`src/rtl/ble_crc_appender.sv`:
```
// BLE TX framing stage: forwards serial PDU bits and appends the 24-bit CRC, MSB first.
// Optional macro BLE_CRC_APPENDER_PKT_COUNT_EN adds a 16-bit packet counter output.
//
//  state   | meaning
//  --------+---------------------------------------------------------
//  IDLE    | waiting for first PDU bit; lfsr tracks crc_init
//  PAYLOAD | forwarding PDU bits, lfsr accumulating CRC
//  CRC     | upstream blocked, shifting lfsr out through output reg
module ble_crc_appender #(
   parameter int unsigned               CRC_WIDTH = 24,
   parameter logic [CRC_WIDTH-1:0]      CRC_POLY  = 24'h00065B
) (
   input  logic                 aclk,
   input  logic                 areset,
   input  logic [CRC_WIDTH-1:0] crc_init,
   input  logic                 s_tdata,
   input  logic                 s_tvalid,
   output logic                 s_tready,
   input  logic                 s_tlast,
   output logic                 m_tdata,
   output logic                 m_tvalid,
   input  logic                 m_tready,
   output logic                 m_tlast,
   output logic                 busy
`ifdef BLE_CRC_APPENDER_PKT_COUNT_EN
   ,
   output logic [15:0]          pkt_count
`endif
);

   typedef enum logic [1:0] {
      ST_IDLE    = 2'd0,
      ST_PAYLOAD = 2'd1,
      ST_CRC     = 2'd2
   } state_t;

   state_t               state_q, state_d;
   logic [CRC_WIDTH-1:0] lfsr_q, lfsr_d;
   logic [4:0]           bit_cnt_q, bit_cnt_d;
   logic                 m_tdata_q, m_tdata_d;
   logic                 m_tvalid_q, m_tvalid_d;
   logic                 m_tlast_q, m_tlast_d;
   logic                 out_load;
   logic                 s_tready_c;
   logic                 beat;

   function automatic logic [CRC_WIDTH-1:0] crc_step(input logic [CRC_WIDTH-1:0] c,
                                                     input logic b);
      logic fb;
      fb = b ^ c[CRC_WIDTH-1];
      return {c[CRC_WIDTH-2:0], 1'b0} ^ (fb ? CRC_POLY : '0);
   endfunction

   always_ff @(posedge aclk) begin
      if (areset) begin
         state_q    <= ST_IDLE;
         lfsr_q     <= crc_init;
         bit_cnt_q  <= '0;
         m_tdata_q  <= 1'b0;
         m_tvalid_q <= 1'b0;
         m_tlast_q  <= 1'b0;
      end else begin
         state_q    <= state_d;
         lfsr_q     <= lfsr_d;
         bit_cnt_q  <= bit_cnt_d;
         m_tdata_q  <= m_tdata_d;
         m_tvalid_q <= m_tvalid_d;
         m_tlast_q  <= m_tlast_d;
      end
   end

   always_comb begin
      state_d    = state_q;
      lfsr_d     = lfsr_q;
      bit_cnt_d  = bit_cnt_q;
      m_tdata_d  = m_tdata_q;
      m_tvalid_d = m_tvalid_q;
      m_tlast_d  = m_tlast_q;

      out_load   = ~m_tvalid_q | m_tready;
      s_tready_c = (state_q != ST_CRC) && out_load;
      beat       = s_tvalid & s_tready_c;

      // Register drains on handshake unless a new bit is loaded below.
      if (out_load) begin
         m_tvalid_d = 1'b0;
         m_tlast_d  = 1'b0;
      end

      case (state_q)
         ST_IDLE: begin
            lfsr_d = crc_init;
            if (beat) begin
               m_tdata_d  = s_tdata;
               m_tvalid_d = 1'b1;
               lfsr_d     = crc_step(crc_init, s_tdata);
               bit_cnt_d  = '0;
               state_d    = s_tlast ? ST_CRC : ST_PAYLOAD;
            end
         end
         ST_PAYLOAD: begin
            if (beat) begin
               m_tdata_d  = s_tdata;
               m_tvalid_d = 1'b1;
               lfsr_d     = crc_step(lfsr_q, s_tdata);
               if (s_tlast) begin
                  state_d = ST_CRC;
               end
            end
         end
         ST_CRC: begin
            if (out_load) begin
               if (m_tvalid_q && m_tlast_q) begin
                  state_d   = ST_IDLE;
                  bit_cnt_d = '0;
               end else begin
                  // Plain shift: the remainder is final, no feedback while emitting.
                  m_tdata_d  = lfsr_q[CRC_WIDTH-1];
                  m_tvalid_d = 1'b1;
                  m_tlast_d  = (bit_cnt_q == 5'd23);
                  lfsr_d     = {lfsr_q[CRC_WIDTH-2:0], 1'b0};
                  bit_cnt_d  = bit_cnt_q + 5'd1;
               end
            end
         end
         default: begin
            state_d = ST_IDLE;
         end
      endcase
   end

   assign s_tready = s_tready_c;
   assign m_tdata  = m_tdata_q;
   assign m_tvalid = m_tvalid_q;
   assign m_tlast  = m_tlast_q;
   assign busy     = (state_q != ST_IDLE) | m_tvalid_q;

`ifdef BLE_CRC_APPENDER_PKT_COUNT_EN
   logic [15:0] pkt_count_q;

   always_ff @(posedge aclk) begin
      if (areset) begin
         pkt_count_q <= '0;
      end else if (m_tvalid_q && m_tready && m_tlast_q) begin
         pkt_count_q <= pkt_count_q + 16'd1;
      end
   end

   assign pkt_count = pkt_count_q;
`endif

endmodule

```
`config.mk`:
```
export PLATFORM = sky130hd
export DESIGN_NAME = ble_crc_appender
export DESIGN_NICKNAME = d
export VERILOG_FILES = /design/src/rtl/ble_crc_appender.sv
export SDC_FILE = /design/constraint.sdc
export NUM_CORES = 1
export LEC_CHECK = 0
export CAP_MARGIN = 20
export CORE_UTILIZATION = 54
export DETAILED_ROUTE_END_ITERATION = 10
export HOLD_SLACK_MARGIN = 0.15
export PLACE_DENSITY = 0.8
export RECOVER_POWER = 100
export SLEW_MARGIN = 20
export SYNTH_ARGS = -nofsm -noshare
export SYNTH_HDL_FRONTEND = slang
export SYNTH_SLANG_ARGS = --single-unit
```
`constraint.sdc`:
```
create_clock -name aclk -period 3 [get_ports aclk]
set_clock_uncertainty 0.15 [all_clocks]
set_input_delay 0.6 -clock aclk [delete_from_list [all_inputs] [get_ports aclk]]
set_output_delay 0.6 -clock aclk [all_outputs]
set_load 0.01 [all_outputs]
```
# Yosys cells after proc, flatten, opt, wreduce, memory -nomap -nowiden
# Cells that the tools add are included.
# totals
register_bits	34
# op_classes
n_eq_ne	14
n_addsub	1
reduce_logical	12
bitwise	8
muxes	32
# ops
op	n
$mux 24	5
$pmux 24 s3	1
$xor 24x11->24	2
$mux 11	2
$mux 5	3
$ne 2x2->1 const B	7
$mux 2	6
$mux 1	11
$pmux 5 s2	1
$ne 3x3->1 const B	3
$reduce_and 4->1	2
$pmux 2 s3	1
$reduce_bool 2->1	3
$add 5x1->5 const B	1
$eq 5x5->1 const B	1
$reduce_and 5->1	1
$pmux 1 s2	2
$reduce_bool 4->1	1
$reduce_and 3->1	1
$eq 2x1->1 const B	1
$eq 2x2->1 const B	1
$logic_and 1x1->1	2
$logic_not 2->1	1
$ne 2x1->1 const B	1
other kinds (5)	7

# Longest topological paths before layout
# Gate-level depths: netlist (run 1).
# depth
ltp_word	7
mapped_depth	8
mapped_depth_nobuf	6

# Worst setup path before layout (run 1)
# No wires, ideal clock.
# synth_timing
path_kind	register to register
start	register state_q[0]
end	register lfsr_q[0], enable pin
path_stages_with_launch	8
required_time_ns	2.492
synth_period_minus_slack_ns	2.124
t_arrival_ns	1.616
path_slack_ns	0.876
cell_sequence	dfxtp_1 inv_1 ha_1 buf_6 nand2b_2 nand2_1 nor3b_1 or2_2
# synth_between
elab_chain_cells	5
elab_cells_between_ends	11
# synth_rtl
item	line_no	rtl
start, declared	37	state_t state_q, state_d;
start signal, assigned	63	state_q <= state_d;
$ne 2x2->1	81	s_tready_c = (state_q != ST_CRC) && out_load;
$logic_and 1x1->1	81	
$and 1x1->1	82	beat = s_tvalid & s_tready_c;
$ne 3x3->1 (no source line)	--	
$reduce_and 4->1 (no source line) *	--	
end signal, assigned	57	lfsr_q <= crc_init;
end signal, assigned	64	lfsr_q <= lfsr_d;
end, declared	38	logic [CRC_WIDTH-1:0] lfsr_q, lfsr_d;
# Every way passes the cells marked *; elsewhere a longest branch is shown, timed or not.
# A chain may end at the register's enable or synchronous reset.

# Worst setup path in the final report (run 1)
# layout_timing
start	input m_tready
end	output s_tready
# layout_between
elab_chain_cells	2
# layout_rtl
item	line_no	rtl
start, declared	22	input logic m_tready,
$or 1x1->1	80	out_load = ~m_tvalid_q | m_tready;
$logic_and 1x1->1	81	
end, declared	18	output logic s_tready,
# No other way between the ends.

==> results of run 1 <==
## state kept, by name, indices dropped and copies added, names as in the netlist, named ones only
name and flops:
state_q 2, lfsr_q 24, m_tdata 1, m_tvalid 1, bit_cnt_q 5
## path summary, 6_finish.rpt
kind                              startpoint            to  slack [ns]
worst max-delay path                m_tready      s_tready        0.26
worst min-delay path            bit_cnt_q[4]  bit_cnt_q[4]        0.33
worst max register to register    state_q[0]    lfsr_q[19]        0.34
worst min register to register  bit_cnt_q[4]  bit_cnt_q[4]        0.33
## synth_stat cells, types with 2 or more instances
master / instances
or3_1: 3
nand3b_1: 2
buf_6: 4
nor2b_1: 3
nor3b_1: 2
a22oi_1: 32
edfxtp_1: 24
xor2_1: 6
ha_1: 5
dfxtp_1: 10
a32oi_1: 4
o21ai_0: 25
o211a_1: 6
nand3_1: 6
nand2_1: 11
xnor2_1: 6
a21oi_1: 7
or2_2: 2
nor2_1: 9
clkbuf_1: 6
nand2b_1: 4
buf_2: 5
a221o_1: 6
nor3_1: 2
inv_1: 5
## power by group
part | internal (W) | switching, W | leakage, nW | total, W
Clock | 0.000159 | 0.000174 | 0.0416 | 0.000333
Sequential | 0.000599 | 0.0000405 | 0.332 | 0.000640
Combinational | 0.000181 | 0.000205 | 0.573 | 0.000385
Total | 0.000939 | 0.000419 | 0.947 | 0.00136
## cells by family after synthesis
group	Yosys count	share of synthesized area
mux	2	0.00971
simple gates	52	0.140
xor+xnor	14	0.0680
flops	34	0.421
buf+inv	20	0.0509
fa+ha+maj	5	0.0286
compound gates	88	0.282
## per-layer routing
| layer | routed length, um | vias to the layer above | track usage |
|---|---|---|---|
| li1 | - | 914 | - |
| met1 | 2380 | 912 | 0.354 |
| met2 | 2460 | 86 | 0.408 |
| met3 | 305 | 10 | 0.0660 |
| met4 | 77 | 0 | 0.0924 |
| met5 | 0 | - | 0 |
## per-stage QoR
stage | hold slack, ns | setup slack, ns | power (W) | utilization | area [um^2]
floorplan | 0.304 | 0.876 | 0.000893 | - | 2190
global placement | 0.318 | 0.293 | 0.00102 | 0.680 | 2560
detailed placement | 0.332 | 0.260 | 0.00103 | 0.680 | 2560
CTS | 0.342 | 0.258 | 0.00136 | 0.703 | 2650
global route | 0.362 | 0.107 | 0.00142 | 0.701 | 2650
finish | 0.332 | 0.259 | 0.00136 | 0.701 | 2650
## critical path: stages
cell and delay [ns]:
clkdlybuf4s50_1 0.49, nor2b_4 0.31, nor2_1 0.10, clkdlybuf4s50_1 0.50
## cell type report
class                           instances  area share
Clock buffer                            5      0.0260
Clock inverter                          3     0.00615
Inverter                                5     0.00710
Multi-Input combinational cell        161       0.436
Sequential cell                        34       0.348
Tap cell                               48      0.0227
Timing Repair Buffer                   43       0.154
==> impl_metrics.env, run 1 <==
export IMPL_status="completed"
export IMPL_layout_nets=285
export IMPL_leakage_nw=0.947
export IMPL_final_common_cell="a22oi_1"
export IMPL_via_per_inst=6.43
export IMPL_tritoncts="built"
export IMPL_end_kind="output port"
export IMPL_clockBufferDepth=2
export IMPL_numCtsBuffers=5
export IMPL_ir_worst_vdd_uv=480
export IMPL_hold_viol_final=0
export IMPL_ys_warn_count=0
export IMPL_grt_pass1_wl_um=8490
export IMPL_holdPathStages=2
export IMPL_antenna_found_initial=0
export IMPL_ys_types=45
export IMPL_synth_cells=215
export IMPL_fin_setup_tns_ns=0
export IMPL_synthesis_area_mm2=0.00219
export IMPL_async_flop_share=0
export IMPL_path_clk_slew_ns=0.06
export IMPL_ys_ff_latch=34
export IMPL_multi_input_area_mm2=0.00115
export IMPL_path_class="in2out"
export IMPL_max_slew_worst_pin_slew_ns=1.07
export IMPL_rows=22
export IMPL_arrival_ns=1.99
export IMPL_syn2layout_area_growth_pct=20.8
export IMPL_grt_pass1_vias=1774
export IMPL_synth_edf_count=24
export IMPL_start_kind="primary input"
export IMPL_grt_max_degree=25
export IMPL_max_clock_freq_mhz=365
export IMPL_synth_nets=250
export IMPL_synthTopCellsByArea="edfxtp_1 (33%), a22oi_1 (11%), dfxtp_1 (9.1%), o21ai_0 (5.7%), ha_1 (2.9%)"
export IMPL_power_density_mw_per_mm2=513
export IMPL_dieArea_mm2=0.00431
export IMPL_die_w_um=65.7
export IMPL_wl_per_cell_um=17.4
export IMPL_seqCellArea_um2=921
export IMPL_post_route_period_util=0.914
export IMPL_io_buffer_count=34
export IMPL_drt_iter0_markers=163
export IMPL_finalMaxSlewViolations=0
export IMPL_slew_headroom=0.284
export IMPL_grt_usage=0.263
export IMPL_yosysTopAreaCellShare=0.329
export IMPL_htreeDepth=2
export IMPL_clock_sinks=34
export IMPL_drive_above_1_share=0.0956
export IMPL_remaining_drc_errors=0
export IMPL_die_y_um=65.7
export IMPL_hold_buffers=0
export IMPL_rsz0062_at_grt="false"
export IMPL_postCtsResizedCells=0
export IMPL_drt_pass1_iter_count=5
export IMPL_hpwl_um=3680
export IMPL_instances_no_fill=299
export IMPL_finalSetupViolCount=0
export IMPL_globalplace_congestion=0.841
export IMPL_io_pins=35
export IMPL_yosys_area_top_type="edfxtp_1"
export IMPL_cp_required_ns=2.25
export IMPL_worstPathMaxFanout=10
export IMPL_maxCapViolations=0
export IMPL_wirelength_um=5210
export IMPL_gr_total_overflow=0
export IMPL_clkLatencyLatePin_ns=0.29
export IMPL_r2r_cells=6
export IMPL_root_buffer="clkbuf_8"
export IMPL_initial_utilization=0.581
export IMPL_seq_area_frac_synth=0.421
export IMPL_ys_flop_type="edfxtp_1"
export IMPL_core_region_area_mm2=0.00377
export IMPL_mostFrequentLayoutCells="a22oi_1 (32), clkdlybuf4s50_1 (29), o21ai_0 (25)"
export IMPL_vias=1922
export IMPL_placed_cells=291
export IMPL_holdCritPathClass="reg2reg"
export IMPL_ant_nets=0
export IMPL_fin_crit_ns=2.74
export IMPL_cts_setup_buffers=0
export IMPL_fillers=316
export IMPL_antenna_cells=0
export IMPL_synth_avg_cell_area_um2=10.2
(Power assumes the default switching activity.)
==> run 2, diff against run 1 <==
CORE_ASPECT_RATIO = 1.2   (was not set)
==> run 2 against run 1 <==
Clock power down 3%. Global-route usage down 1.2 points. Worst setup slack worse by 0.015 ns. Largest cell class unchanged. Core utilization down 2.7 points. Count of clock-buffer cells in the layout up 2.
==> impl_metrics.env, run 2 (synthesis results as in run 1) <==
export IMPL_finalSetupViolCount=0
export IMPL_die_w_um=60.1
export IMPL_grt_usage=0.252
export IMPL_clkLatencyLatePin_ns=0.29
export IMPL_max_clock_freq_mhz=363
export IMPL_post_route_period_util=0.919
export IMPL_slew_headroom=0.556
export IMPL_mostFrequentLayoutCells="a22oi_1 (32), clkdlybuf4s50_1 (29), o21ai_0 (25)"
export IMPL_syn2layout_area_growth_pct=20.3
export IMPL_top_register="lfsr_q"
export IMPL_power_internal_w=0.000936
export IMPL_postCtsResizedCells=0
export IMPL_biggestRegsByFlops="lfsr_q: 24 flops, bit_cnt_q: 5 flops, state_q: 2 flops"
export IMPL_drt_iter0_markers=141
export IMPL_remaining_drc_errors=0
export IMPL_grtUsageMet2=0.372
export IMPL_htreeDepth=2
export IMPL_whs_ns=0.333
export IMPL_power_density_mw_per_mm2=507
export IMPL_path_class="reg2out"
export IMPL_drt_pass1_iter_count=4
export IMPL_leakage_nw=0.935
export IMPL_grt_max_degree=25
export IMPL_hold_buffers=0
export IMPL_fin_ws_ns=0.244
export IMPL_io_pins=35
export IMPL_end_kind="output port"
export IMPL_pwr_share_comb=0.280
export IMPL_hpwl_um=3430
export IMPL_power_switching_w=0.000399
export IMPL_met3_usage=0.0650
export IMPL_layout_nets=283
export IMPL_fin_setup_tns_ns=0
export IMPL_grt_busiest_layer="met2"
export IMPL_tritoncts="built"
export IMPL_gr_total_overflow=0
export IMPL_wl_per_cell_um=16.6
export IMPL_largest_reg_flops=24
export IMPL_hold_viol_final=0
export IMPL_globalplace_congestion=0.799
export IMPL_rsz0062_at_grt="false"
export IMPL_core_region_area_mm2=0.00391
export IMPL_finalMaxSlewViolations=0
export IMPL_die_y_um=71.8
export IMPL_fin_crit_ns=2.76
export IMPL_swShare=0.299
export IMPL_numCtsBuffers=5
export IMPL_start_kind="flop"
export IMPL_root_buffer="clkbuf_8"
export IMPL_initial_utilization=0.560
export IMPL_final_common_cell="a22oi_1"
export IMPL_power_w=0.00134
export IMPL_ant_nets=0
export IMPL_dieArea_mm2=0.00431
export IMPL_worstPathMaxFanout=19
export IMPL_p_clk_frac=0.242
export IMPL_status="completed"
export IMPL_cp_required_ns=2.25
export IMPL_cts_setup_buffers=0
export IMPL_antenna_found_initial=0
export IMPL_io_buffer_count=34
export IMPL_p_seq_frac=0.478
export IMPL_drive_above_1_share=0.0843
export IMPL_vias=1879
export IMPL_max_slew_worst_pin_slew_ns=0.667
export IMPL_rows=25
export IMPL_antenna_cells=0
export IMPL_maxCapViolations=0
export IMPL_globalRouteMet1Util=0.340
export IMPL_path_clk_slew_ns=0.07
export IMPL_clockBufferDepth=2
export IMPL_holdCritPathClass="reg2reg"
export IMPL_arrival_ns=2.01
export IMPL_postLayoutCoreUtil=0.674
export IMPL_clock_sinks=34
export IMPL_wirelength_um=5020
export IMPL_via_per_inst=6.20
export IMPL_ir_worst_vdd_uv=380
export IMPL_grt_pass1_vias=1720
export IMPL_dpl_worst_slack_ns=0.329
export IMPL_grt_pass1_wl_um=8090
==> run 2: power by group through the flow <==
| stage | combinational [W] | clock (W) | sequential, W |
|---|---|---|---|
| after floorplan | 0.000256 | 0 | 0.000638 |
| final | 0.000374 | 0.000323 | 0.000639 |
| after global placement | 0.000366 | 0 | 0.000644 |
| after global routing | 0.000408 | 0.000348 | 0.000646 |
| after CTS | 0.000377 | 0.000326 | 0.000639 |
| after detailed placement | 0.000373 | 0 | 0.000649 |
==> run 2: stage by stage <==
step / std cells / area, um^2
final: 303 / 2640
after global routing: 303 / 2640
after CTS: 303 / 2640
after detailed placement: 295 / 2560
after global placement: 295 / 2560
after floorplan: 215 / 2190
==> run 2: critical path, stage by stage, from the launching register on <==
cell             delay (ns)
dfxtp_1                0.40
inv_1                  0.08
ha_1                   0.44
nor2_1                 0.23
clkdlybuf4s50_1        0.56
==> run 2: cell type report <==
cell class                      count  area (um^2)
Clock inverter                      1         3.75
Inverter                            5         18.8
Clock buffer                        7         76.3
Sequential cell                    34          921
Fill cell                         318         1270
Timing Repair Buffer               41          393
Multi-Input combinational cell    161         1150
Tap cell                           54         67.6
==> run 2: routing by layer <==
metal	up-vias	share of wire
li1	905	-
met1	889	0.44
met2	74	0.48
met3	11	0.055
met4	0	0.022
met5	-	0
==> run 2: final timing paths <==
path / start / to / slack, ns / depth (start not counted)
setup / recovery: state_q[0] / s_tready / 0.24 / 4
hold / removal: bit_cnt_q[4] / bit_cnt_q[4] / 0.33 / 2
setup reg to reg: state_q[0] / lfsr_q[13] / 0.33 / 6
hold reg to reg: bit_cnt_q[4] / bit_cnt_q[4] / 0.33 / 2
